$ cat config.mk
export PLATFORM = sky130hd
export DESIGN_NAME = mem_arbiter
export DESIGN_NICKNAME = d
export VERILOG_FILES = /design/src/rtl/mem_arbiter.sv
export SDC_FILE = /design/constraint.sdc
export NUM_CORES = 1
export LEC_CHECK = 0
export ABC_AREA = 1
export BUFFER_PORTS_ARGS = -buffer_cell sky130_fd_sc_hd__buf_4
export CAP_MARGIN = 20
export CORE_UTILIZATION = 50
export CTS_CLUSTER_SIZE = 8
export DETAILED_ROUTE_END_ITERATION = 6
export GPL_TIMING_DRIVEN = 0
export PLACE_DENSITY_LB_ADDON = 0.08
export REMOVE_ABC_BUFFERS = 1
export SYNTH_ARGS = -nofsm -noshare
export SYNTH_HDL_FRONTEND = slang
export SYNTH_SLANG_ARGS = --single-unit
$ cat constraint.sdc
create_clock -name clk -period 3.15 [get_ports clk]
set_clock_uncertainty 0.1 [all_clocks]
set_input_delay 0.1575 -clock clk [delete_from_list [all_inputs] [get_ports clk]]
set_output_delay 0.1575 -clock clk [all_outputs]
set_load 0.005 [all_outputs]
$ cat src/rtl/mem_arbiter.sv
// Two-master (instr/data) arbiter onto one single-port valid/ready memory slave.
// Optional: define MEM_ARBITER_ROUND_ROBIN_EN for last-grant tie-break (default: data wins ties).
module mem_arbiter #(
  parameter int ADDR_WIDTH = 32,
  parameter int DATA_WIDTH = 32
) (
  input  logic                    rst,
  input  logic                    clk,
  input  logic                    i_valid,
  input  logic                    i_instr,
  input  logic [ADDR_WIDTH-1:0]   i_addr,
  input  logic [DATA_WIDTH-1:0]   i_wdata,
  input  logic [DATA_WIDTH/8-1:0] i_wstrb,
  output logic [DATA_WIDTH-1:0]   i_rdata,
  output logic                    i_ready,
  input  logic                    d_valid,
  input  logic                    d_instr,
  input  logic [ADDR_WIDTH-1:0]   d_addr,
  input  logic [DATA_WIDTH-1:0]   d_wdata,
  input  logic [DATA_WIDTH/8-1:0] d_wstrb,
  output logic [DATA_WIDTH-1:0]   d_rdata,
  output logic                    d_ready,
  output logic                    m_valid,
  output logic                    m_instr,
  output logic [ADDR_WIDTH-1:0]   m_addr,
  output logic [DATA_WIDTH-1:0]   m_wdata,
  output logic [DATA_WIDTH/8-1:0] m_wstrb,
  input  logic [DATA_WIDTH-1:0]   m_rdata,
  input  logic                    m_ready,
  output logic                    proto_err
);

  localparam int SW = DATA_WIDTH / 8;
  localparam int RW = 1 + ADDR_WIDTH + DATA_WIDTH + SW;

  localparam logic [1:0] IDLE   = 2'd0;
  localparam logic [1:0] BUSY_I = 2'd1;
  localparam logic [1:0] BUSY_D = 2'd2;

  logic [1:0]    state_reg, state_next;
  logic          i_pend_reg, d_pend_reg;
  logic [RW-1:0] i_buf_reg, d_buf_reg;
  logic          proto_err_reg;

  logic [RW-1:0] i_in, d_in, m_req;
  logic          i_viol, d_viol, i_new, d_new;
  logic          grant_i, grant_d, from_pend, tie_d;
  logic          resp_i, resp_d;

  assign i_in = {i_instr, i_addr, i_wdata, i_wstrb};
  assign d_in = {d_instr, d_addr, d_wdata, d_wstrb};

  // A second pulse while the same master is queued or in flight is dropped and flagged.
  assign i_viol = i_valid && (i_pend_reg || state_reg == BUSY_I);
  assign d_viol = d_valid && (d_pend_reg || state_reg == BUSY_D);
  assign i_new  = i_valid && !i_viol;
  assign d_new  = d_valid && !d_viol;

`ifdef MEM_ARBITER_ROUND_ROBIN_EN
  logic last_d_reg;

  assign tie_d = !last_d_reg;

  always_ff @(posedge clk) begin
    if (!rst) begin
      last_d_reg <= 1'b0;
    end else if (grant_i || grant_d) begin
      last_d_reg <= grant_d;
    end
  end
`else
  assign tie_d = 1'b1;
`endif

  always_comb begin
    grant_i   = 1'b0;
    grant_d   = 1'b0;
    from_pend = 1'b0;
    if (state_reg == IDLE) begin
      if (i_pend_reg || d_pend_reg) begin
        from_pend = 1'b1;
        if (i_pend_reg && d_pend_reg) begin
          grant_d = tie_d;
          grant_i = !tie_d;
        end else begin
          grant_d = d_pend_reg;
          grant_i = i_pend_reg;
        end
      end else if (i_new && d_new) begin
        grant_d = tie_d;
        grant_i = !tie_d;
      end else begin
        grant_d = d_new;
        grant_i = i_new;
      end
    end
  end

  always_comb begin
    state_next = state_reg;
    case (state_reg)
      IDLE: begin
        if (grant_d) state_next = BUSY_D;
        else if (grant_i) state_next = BUSY_I;
      end
      BUSY_I, BUSY_D: begin
        if (m_ready) state_next = IDLE;
      end
      default: state_next = IDLE;
    endcase
  end

  always_comb begin
    m_req = '0;
    if (grant_d) m_req = from_pend ? d_buf_reg : d_in;
    else if (grant_i) m_req = from_pend ? i_buf_reg : i_in;
  end

  // Outputs are forced low while reset is asserted, even before the clearing edge.
  assign m_valid = rst && (grant_i || grant_d);
  assign {m_instr, m_addr, m_wdata, m_wstrb} = rst ? m_req : '0;

  assign resp_i  = rst && state_reg == BUSY_I && m_ready;
  assign resp_d  = rst && state_reg == BUSY_D && m_ready;
  assign i_ready = resp_i;
  assign d_ready = resp_d;
  assign i_rdata = resp_i ? m_rdata : '0;
  assign d_rdata = resp_d ? m_rdata : '0;

  assign proto_err = rst && proto_err_reg;

  always_ff @(posedge clk) begin
    if (!rst) begin
      state_reg     <= IDLE;
      i_pend_reg    <= 1'b0;
      d_pend_reg    <= 1'b0;
      i_buf_reg     <= '0;
      d_buf_reg     <= '0;
      proto_err_reg <= 1'b0;
    end else begin
      state_reg     <= state_next;
      proto_err_reg <= proto_err_reg || i_viol || d_viol;
      if (grant_i && from_pend) begin
        i_pend_reg <= 1'b0;
      end else if (i_new && !grant_i) begin
        i_pend_reg <= 1'b1;
        i_buf_reg  <= i_in;
      end
      if (grant_d && from_pend) begin
        d_pend_reg <= 1'b0;
      end else if (d_new && !grant_d) begin
        d_pend_reg <= 1'b1;
        d_buf_reg  <= d_in;
      end
    end
  end

endmodule

# Yosys cells after proc, flatten, opt, wreduce, memory -nomap -nowiden
# Index checks and enable logic that the tools add are counted.
dict set report word_totals {
  reg_bits 143
  inputBits 175
  out_inout_bits 137
  elab_cells 67
}
dict set report op_classes {
  eq_ne 4
  muxes 21
  n_bitwise 3
  reduce_logical 33
}
# cell count
set ops {}
lappend ops {{two-way mux 69 bit} 5}
lappend ops {{two-way mux 32 bit} 2}
lappend ops {{logical AND 1 bit} 16}
lappend ops {{two-way mux 1 bit} 10}
lappend ops {{logical OR 1 bit} 6}
lappend ops {{two-way mux 2 bit} 3}
lappend ops {{AND reduction 2 bit} 3}
lappend ops {{OR reduction 2 bit} 3}
lappend ops {{zero test 1 bit} 4}
lappend ops {{one-hot mux 2 bit (2 select lines)} 1}
lappend ops {{inequality test 3 bit, second input constant} 1}
lappend ops {{inverter 1 bit} 3}
lappend ops {{== test 2 x 1 -> 1 bit, second input constant} 1}
lappend ops {{== test 2 bit, second input constant} 1}
lappend ops {{zero test 2 bit} 1}
lappend ops {{inequality test 2 bit, second input constant} 1}

# Depth between registers and ports, before layout
dict set report logic_depth {
  ltp_word 12
  ltp_mapped 11
  ltp_nobuf 9
}

# Worst setup path before layout
# Ideal clock, no wire load.
dict set report synth_path {
  path_kind {register -> output}
  startpoint {register state_reg[0]}
  endpoint {output port m_instr}
  arrival_time_ns 1.701
  path_slack_ns 1.191
  path_stages_with_launch 11
  n_path_buf 3
  path_cell_list {dfxtp_1 > inv_1 > ha_1 > clkbuf_1 > o21ai_0 > buf_2 > clkbuf_1 > nand2_1 > nand2_1 > nand3_1 > a21oi_1}
}
dict set report synth_between {
  elab_chain_len 12
  elab_cells_between_ends 24
  cone_classes {eq/ne: 2; mux: 12; reduce/logical: 10}
}
# item line_no
set synth_lines {}
lappend synth_lines {{start: declaration} 40} ;# logic [1:0] state_reg, state_next;
lappend synth_lines {{start signal: assignment} 141} ;# state_reg <= state_next;
lappend synth_lines {{== test 2 x 1 -> 1 bit / == test 2 bit (equally long branches)} {54, 55}}
lappend synth_lines {{logical OR 1 bit, on equally long branches} {54, 55}}
lappend synth_lines {{logical AND 1 bit, on equally long branches} {54, 55}}
lappend synth_lines {{zero test 1 bit, on equally long branches} {56, 57}}
lappend synth_lines {{logical AND 1 bit, on equally long branches} {56, 57}}
lappend synth_lines {{logical AND 1 bit} 89} ;# end else if (i_new && d_new) begin
lappend synth_lines {{two-way mux 1 bit} 89}
lappend synth_lines {{two-way mux 1 bit} 80} ;# if (i_pend_reg || d_pend_reg) begin
lappend synth_lines {{two-way mux 1 bit} 79} ;# if (state_reg == IDLE) begin
lappend synth_lines {{two-way mux 69 bit} 116} ;# else if (grant_i) m_req = from_pend ? i_buf_reg : i_in;
lappend synth_lines {{two-way mux 69 bit *} 115} ;# if (grant_d) m_req = from_pend ? d_buf_reg : d_in;
lappend synth_lines {{two-way mux 69 bit *} 121} ;# assign {m_instr, m_addr, m_wdata, m_wstrb} = rst ? m_req : '0;
lappend synth_lines {{end: declaration} 24} ;# output logic m_instr,
# Mark *: on every way between the ends. The rest lies on a longest branch, timed or not.

# Worst setup path after layout
dict set report layout_path {
  startpoint {register state_reg[1]}
  endpoint {output port m_wstrb[1]}
}
dict set report layout_between {
  elab_chain_len 12
  elab_cells_between_ends 24
  cone_classes {eq/ne: 2; mux: 12; reduce/logical: 10}
}
# item line_no
set layout_lines {}
lappend layout_lines {{== test 2 x 1 -> 1 bit / == test 2 bit (equally long branches)} {54, 55}}
lappend layout_lines {{logical OR 1 bit, on equally long branches} {54, 55}}
lappend layout_lines {{logical AND 1 bit, on equally long branches} {54, 55}}
lappend layout_lines {{zero test 1 bit, on equally long branches} {56, 57}}
lappend layout_lines {{logical AND 1 bit, on equally long branches} {56, 57}}
lappend layout_lines {{logical AND 1 bit} 89}
lappend layout_lines {{two-way mux 1 bit} 89}
lappend layout_lines {{two-way mux 1 bit} 80}
lappend layout_lines {{two-way mux 1 bit} 79}
lappend layout_lines {{two-way mux 69 bit} 116}
lappend layout_lines {{two-way mux 69 bit *} 115}
lappend layout_lines {{two-way mux 69 bit *} 121}
lappend layout_lines {{end: declaration} 27} ;# output logic [DATA_WIDTH/8-1:0] m_wstrb,
# Marks and branches as above.

==> impl_metrics.tcl <==
set metrics [dict create \
    outcome "complete, no violations" \
    path_max_fanout 34 \
    power_leakage_uw 0.00655 \
    cts.reportedPaths.clkPinSlew_ns 0.06 \
    start_util_pct 51.7 \
    grt_pass1_vias 10900 \
    drive_gt1_share_pct 20.2 \
    crit_type "reg -> out" \
    rr_startpoint "i_pend_reg$_SDFFE_PP0P_" \
    htree_levels 4 \
    p_per_area_nw_per_um2 982 \
    r2r-end "d_buf_reg[21]$_SDFFE_PN0P_" \
    yosysMostFrequentCell "nand2_1" \
    finalSetupViolCount 0 \
    antennaDiodeCount 0 \
    ys_ff_latch 143 \
    rsz0062_at_grt "false" \
    cts_sinks 143 \
    num_vias 12000 \
    final_nets 2078 \
    die_h_um 136 \
    clock.fmax_mhz 325 \
    clk_path_buf_depth 2 \
    clkLatencyLatePin_ns 0.43 \
    r2r_setup_slack_ns 0.32 \
    routed_wl_mm 36.2 \
    maxCapViolations 0 \
    drv_slew 0 \
    synthXorXnorAreaFrac_pct 0 \
    grt_pass1_wl_mm 54.5 \
    postSynthAreaPerCell_um2 5.85 \
    placementRows 48 \
    routedWlPerCell_um 16.9 \
    antenna_found_initial 0 \
    synth_top_cell_area_share_pct 31.8 \
    die_area_um2 18600 \
    final_util_pct 78.9 \
    cp-end-kind "output pin" \
    dp_cells 1955 \
    synth_area_leader_cell "dfxtp_1" \
    synth_compound_area_share_pct 12.1 \
    yosysSeqAreaShare_pct 31.8 \
    worstPathArrival_ns 2.82 \
    firstDrtPassIters 6 \
    ant_nets 0 \
    yosys-top-cells-count "nand2_1, a21oi_1, nand3_1, dfxtp_1, nor2_1" \
    hold_violations 0 \
    hold_class "in -> reg" \
    startpoint "state_reg[1]$_SDFFE_PN0P_" \
    synth-edff-count 0 \
    fin_crit_ns 3.07 \
    slew_headroom_pct 32.3 \
    synthTopCellsByArea "dfxtp_1, nand2_1, a21oi_1" \
    numCtsBuffers 17 \
    synthFlopType "dfxtp_1" \
    final_cells 2138 \
    yosys_warnings 0 \
    tns_ns 0 \
    worst_hold_slack_ns 0.0130 \
    crit_required_ns 2.89 \
    n_fill_cell 1291 \
    syn_area_um2 9010 \
    start_kind "flip-flop" \
    drt-initial-drc-count 1032 \
    gp_congestion 0.808 \
    coreArea_um2 17400 \
    fin_crit_sh_pct 97.6 \
    synth_top_family_by_area "simple AND/OR/NAND/NOR gates" \
    peakVddDrop_v 0.00101 \
    grt_use_total_pct 37.1 \
    power.total_uw 13500 \
    root_buffer "clkbuf_16" \
    synth-simple-area-share_pct 47.2 \
    netlist_instances 1540 \
    reg2regPathDepth 8 \
    syn_to_final_growth_pct 52.4 \
    worst_pin_slew_ns 1.01 \
    numPortBuffers 311 \
    yosysUniqueCellTypes 18 \
    synth-adder-area-share_pct 0.417 \
    cts_tree "yes" \
    io_pins 312 \
    die_w_um 136 \
    ys_async_sr_fraction_pct 0 \
    dpl.hpwl_mm 18.8 \
    grt-ovfl-total 0 \
    drc 0 \
    grt_max_degree 94 \
    worstSetupEndpoint "m_wstrb[1]" \
    vias_per_cell 5.63 \
    synth.area.mux_share_pct 0 \
]
## power by group
group	switching [uW]	internal [uW]	total, uW
sequential	350	2470	2820
combinational	5470	2980	8450
clock	817	1400	2210
total	6630	6850	13500
## cells by family after synthesis
kind of cell    after synthesis
compound gates              217
fa+ha+maj                     3
buf+inv                     187
flops                       143
simple gates                990
## layout make-up
class / instances / area, um^2 / area share (%)
multi-input combinational: 1214 / 5560 / 40.5
timing repair buffer: 477 / 4190 / 30.5
sequential: 143 / 2860 / 20.8
clock buffer: 25 / 526 / 3.83
tap: 225 / 282 / 2.05
inverter: 47 / 186 / 1.36
clock inverter: 7 / 123 / 0.893
## metrics by stage
step	setup slack, ns	instance area, um^2
CTS	-0.0109	13700
detailed placement	-0.685	11500
global placement	-12.94	11000
global route	0.0436	13700
finish	0.0767	13700
floorplan	-4.84	8410
## metal layers
metal  part of all wire (%)  track usage (%)  vias up
li1                       -                -     5693
met1                     39             45.2     5488
met2                     48             61.4      742
met3                     10             8.05      110
met4                    2.9             18.8        0
met5                      0                0        -
## worst max-delay path, cell delays in order (launching register included)
cell and delay, ns:
dfxtp_1 0.39, inv_1 0.11, ha_1 0.26, nor3b_4 0.27, nand2_1 0.30, nand2_4 0.53
nand3_1 0.15, a21oi_1 0.21, buf_4 0.15
## what timing repair did
item                       CTS  global route
setup endpoints to repair  250           181
hold endpoints to repair   138             0
gates resized for setup      8             3
pin swaps                    5             2
hold buffers               138             0
setup buffers                6             2
gates cloned                 3             2
## worst min-delay path by stage
stage	slack, ns	startpoint	endpoint	depth (start not counted)
after detailed placement	0.35	i_buf_reg[1]$_SDFFE_PN0P_	i_buf_reg[1]$_SDFFE_PN0P_	2
final	0.01	d_wdata[17]	d_buf_reg[21]$_SDFFE_PN0P_	4
after CTS	0.006	d_wdata[17]	d_buf_reg[21]$_SDFFE_PN0P_	4
after global routing	0.03	i_valid	proto_err_reg$_SDFF_PN0_	5
after global placement	0.35	i_buf_reg[53]$_SDFFE_PN0P_	i_buf_reg[53]$_SDFFE_PN0P_	2
after floorplan	0.16	rst	proto_err_reg$_SDFF_PN0_	2
## layout by cell type (no fill, tap or decap), types with 3 or more instances in the layout
cell,instances
buf_6,6
nand3b_1,69
bufinv_16,3
buf_4,317
nand2_8,6
buf_12,8
inv_1,45
nand3_1,211
nor2_4,3
clkbuf_16,18
nand2_1,564
a21oi_1,213
dfxtp_1,143
dlygate4sd3_1,138
o21ai_0,3
buf_16,6
clkbuf_8,7
nor2_1,135
No activity file was read; power rests on OpenSTA's default activity.
